==> config.mk <==
export PLATFORM = sky130hd
export DESIGN_NAME = shift_sequencer
export DESIGN_NICKNAME = d
export VERILOG_FILES = /design/src/rtl/shift_pkg.sv /design/src/rtl/shift_step.sv /design/src/rtl/shift_sequencer.sv
export SDC_FILE = /design/constraint.sdc
export NUM_CORES = 1
export LEC_CHECK = 0
export ABC_AREA = 0
export BUFFER_PORTS_ARGS = -buffer_cell sky130_fd_sc_hd__buf_2
export CAP_MARGIN = 40
export CORE_ASPECT_RATIO = 2
export CORE_MARGIN = 4
export CORE_UTILIZATION = 55
export DETAILED_ROUTE_END_ITERATION = 16
export GPL_ROUTABILITY_DRIVEN = 0
export PLACE_DENSITY = 0.89
export SYNTH_ARGS = -nofsm -noshare
export SYNTH_HDL_FRONTEND = slang
export SYNTH_SLANG_ARGS = --single-unit
==> constraint.sdc <==
create_clock -name clk -period 6.1 [get_ports clk]
set_clock_uncertainty 0.1 [all_clocks]
set_input_delay 0.305 -clock clk [delete_from_list [all_inputs] [get_ports clk]]
set_output_delay 0.305 -clock clk [all_outputs]
set_load 0.005 [all_outputs]
==> src/rtl/shift_pkg.sv <==
// shift_pkg: shared op codes, FSM states and shift-amount clamp
package shift_pkg;
  typedef enum logic [1:0] {OP_SLL, OP_SRL, OP_SRA, OP_ROR} op_t;
  typedef enum logic [1:0] {ST_IDLE, ST_RUN, ST_DONE} state_t;
  function automatic logic [3:0] eff_amount(op_t op, logic [7:0] amount);
    return op == OP_ROR ? {1'b0, amount[2:0]} :
           op == OP_SRA ? (amount > 8'd7 ? 4'd7 : amount[3:0]) :
                          (amount > 8'd8 ? 4'd8 : amount[3:0]);
  endfunction
endpackage

==> src/rtl/shift_step.sv <==
// shift_step: one combinational shift/rotate step of 0..7 bits selected by op
module shift_step
  import shift_pkg::*;
(
  input  logic [7:0] acc,
  input  op_t        op,
  input  logic [2:0] step,
  output logic [7:0] nxt
);
  logic [7:0] sll, srl, sra, ror;
  logic [15:0] rot;
  assign sll = acc << step;
  assign srl = acc >> step;
  assign sra = $signed(acc) >>> step;
  assign rot = {acc, acc} >> step;
  assign ror = rot[7:0];
  assign nxt = op == OP_SLL ? sll : op == OP_SRL ? srl : op == OP_SRA ? sra : ror;
endmodule

==> src/rtl/shift_sequencer.sv <==
// shift_sequencer: multi-cycle shifter applying up to MAX_STEP bits per cycle with CPU stall
module shift_sequencer
  import shift_pkg::*;
#(
  parameter int MAX_STEP = 7
) (
  input  logic       clk,
  input  logic       reset,
  input  logic       start,
  input  logic [1:0] op,
  input  logic [7:0] data_in,
  input  logic [7:0] amount,
  output logic       busywait,
  output logic       done,
  output logic [7:0] result
);
  state_t state, state_nxt;
  op_t op_q;
  logic [7:0] acc, shifted;
  logic [3:0] rem, eff, rem_left;
  logic [2:0] step;
  logic capture;
  assign eff = eff_amount(op_t'(op), amount);
  assign step = rem > 4'(MAX_STEP) ? 3'(MAX_STEP) : rem[2:0];
  assign rem_left = rem - {1'b0, step};
  assign capture = state == ST_IDLE && start;
  shift_step u_step (.acc(acc), .op(op_q), .step(step), .nxt(shifted));
  // state register
  always_ff @(posedge clk or posedge reset)
    if (reset) state <= ST_IDLE;
    else state <= state_nxt;
  // next state and status decode; zero amounts skip RUN, DONE always lasts one cycle
  always_comb begin
    state_nxt = capture ? (eff == 4'd0 ? ST_DONE : ST_RUN) :
                state == ST_RUN ? (rem_left == 4'd0 ? ST_DONE : ST_RUN) : ST_IDLE;
    busywait = !reset && (capture || state == ST_RUN);
    done = state == ST_DONE;
  end
  // operand capture, stepwise accumulation and result load on the final step
  always_ff @(posedge clk or posedge reset)
    if (reset) begin
      acc <= '0;
      rem <= '0;
      op_q <= OP_SLL;
      result <= '0;
    end else if (capture) begin
      acc <= data_in;
      op_q <= op_t'(op);
      rem <= eff;
      if (eff == 4'd0) result <= data_in;
    end else if (state == ST_RUN) begin
      acc <= shifted;
      rem <= rem_left;
      if (rem_left == 4'd0) result <= shifted;
    end
endmodule

==> flow_metrics.py <==
metrics = {
    "routing": {
        "ant_nets": 0,
        "finalWirelength_um": 7090,
        "drtIter0Drc": 204,
        "first_pass_iters": 5,
        "drc": 0,
        "vias": 2454,
        "vias_per_cell": 7.13,
        "wl_per_cell_um": 20.6,
    },
    "die": {
        "initial_core_util": 0.572,
        "ios": 31,
        "die_h_um": 100,
        "core_area_um2": 4090,
        "core.rowCount": 33,
        "fp.dieW_um": 54.1,
        "die_area_um2": 5420,
    },
    "critical_path": {
        "cp.arrival_ns": 3.00,
        "reg2reg_from": "rem[3]",
        "path_class": "flip-flop to flip-flop",
        "end_kind": "flip-flop",
        "crit_start": "rem[3]",
        "start_kind": "flip-flop",
        "crit_fanout": 29,
        "ff2ff_path_depth": 7,
        "r2r_end": "result[7]",
        "r2r_slack_ns": 3.15,
        "setup.worst_path.end": "result[7]",
        "cp.required_ns": 6.15,
    },
    "clock_network": {
        "cts_tree": "yes",
        "cts_made_buffers": 3,
        "clkTransAtPathRegs_ns": 0.08,
        "clk_path_buf_depth": 2,
        "h-tree-depth": 1,
        "clk_latency_ns": 0.26,
        "clock_sinks": 24,
        "root_buffer": "clkbuf_8",
        "post-cts-setup-buffer-count": 0,
    },
    "logic_synthesis": {
        "synth_ff_type": "dfrtp_1",
        "synth-edff-count": 0,
        "async_flop_share": 1.00,
        "syn_area_um2": 2340,
        "synth_top_area_frac": 0.257,
        "synth_common_cells": "dfrtp_1, nand2_1, nor2_1",
        "synth.net_count": 308,
        "yosysMostFrequentCell": "dfrtp_1",
        "yosys_register_bits": 24,
        "synth_top_area_cell": "dfrtp_1",
        "ys_types": 65,
        "avgSynthCellArea_um2": 8.20,
        "postSynthCellCount": 285,
        "netlist_top_cells_area": "dfrtp_1, mux2_2, mux4_2",
        "ys_warn_count": 0,
        "ys_seq_area_frac": 0.257,
    },
    "cells_and_area": {
        "drive_above_1_share": 0.212,
        "seq_area_um2": 601,
        "postLayoutCoreUtil": 0.608,
        "postLayoutCellArea_um2": 2480,
        "nets": 317,
        "nFillCells": 319,
        "antennaDiodeCount": 0,
        "multiInputGateArea_um2": 1540,
        "area_growth_pct": 6.32,
    },
    "grt": {
        "grt_use_total": 0.291,
        "grt_pass1_vias": 2393,
        "antenna_found_initial": 0,
        "grt_max_degree": 32,
        "grt_first_pass_wirelength_um": 11800,
        "grt.overflow.total": 0,
    },
    "timing": {
        "max-slew-margin-rel": 0.370,
        "fin_setup_tns_ns": 0,
        "finalCritPeriodShare": 0.483,
        "fin_crit_ns": 2.95,
        "worstMarginPinSlew_ns": 0.945,
        "finalHoldViolCount": 0,
        "rsz0062_at_grt": "false",
        "slew_viol_final": 0,
        "worst_slack_ns": 3.15,
        "fmax_mhz": 339,
        "final-setup-viol-count": 0,
    },
    "worst_hold_path": {
        "hold_class": "input port to flip-flop",
        "worstHoldStart": "op[0]",
    },
    "placed_design": {
        "hpwl_um": 5310,
        "dp_worst_setup_slack_ns": 3.27,
        "placed_area_um2": 2430,
        "io_buffers": 30,
    },
    "power": {
        "p_per_area_nw_per_um2": 595,
        "vdd_drop_max_v": 0.000373,
        "p_leak_nw": 0.999,
    },
    "run_status": {
        "status": "completed",
    },
    "job": {
        "drv_cap": 0,
    },
}
-- kinds of logic (layout without fill, tap and decap cells) --
family	count (synthesis)	in the layout	synth area share
AOI/OAI and AO/OA	86	86	0.266
xor gates and xnor gates	3	3	0.0112
adders and majority gates	2	2	0.0107
buffers and inverters	40	47	0.0835
DFF	24	24	0.257
muxes	19	19	0.109
and+or+nand+nor	111	111	0.263
-- cell usage in the layout, fill, tap and decap left out, types with 7 or more instances in the layout --
cell type,count
buf_2,30
dfrtp_1,24
nand2_1,23
nor2_1,21
o21ai_0,17
mux2_2,11
inv_1,11
nand3_1,11
a31oi_1,10
o31ai_1,8
nor3_1,7
a21oi_1,7
and2_1,7
-- layout make-up --
type                       count  area share
multi-input combinational    221       0.620
sequential                    24       0.242
timing repair buffer          33      0.0785
tap                           52      0.0262
clock buffer                   3      0.0166
inverter                      11      0.0166
-- metal layers --
metal  share of wire  routed length [um]  global-route usage  vias to the layer above
met3           0.069                 488              0.0297                       48
li1                -                   -                   -                     1096
met4           0.072                 514               0.196                        0
met5               0                   0                   0                        -
met1            0.33                2340               0.332                     1141
met2            0.53                3750               0.486                      169
-- per-stage QoR --
step                cells  power, mW  hold slack (ns)
global placement      339       1.32            0.387
detailed placement    340       1.35            0.171
finish                344       1.48            0.168
global route          344       1.58            0.175
floorplan             285       1.14            0.220
CTS                   344       1.44            0.166
-- worst min-delay path by stage --
stage | endpoint | slack, ns | cells after the start
2_1_floorplan | acc[0] | 0.22 | 1
3_3_place_gp | result[4] | 0.39 | 2
3_5_place_dp | acc[5] | 0.17 | 2
4_1_cts | op_q[0] | 0.17 | 3
5_1_grt | op_q[0] | 0.17 | 3
6_report | op_q[0] | 0.17 | 3
-- flip-flops by register name, summed over array words and instances, names as in the netlist --
signal	cells
rem	4
result	8
acc	8
op_q	2
state	2
-- where the power goes --
group / total, mW / switching [mW] / internal [mW]
Sequential: 0.463 / 0.229 / 0.234
Clock: 0.0905 / 0.0464 / 0.0441
Combinational: 0.924 / 0.501 / 0.423
Total: 1.48 / 0.776 / 0.702
-- repair_timing --
action	CTS	global route
hold endpoints to repair	5	0
resized for setup	0	0
setup endpoints to repair	0	0
hold buffers	1	0
-- worst max-delay path, stage by stage, from the launching register on --
cell and delay, ns:
dfrtp_1 0.96, nand2b_1 0.23, ha_1 0.29, xnor2_1 0.26, and4_1 0.29, nor2_1 0.11
inv_1 0.22, mux2_2 0.37
Note: power is estimated with default switching activity, not from simulation.
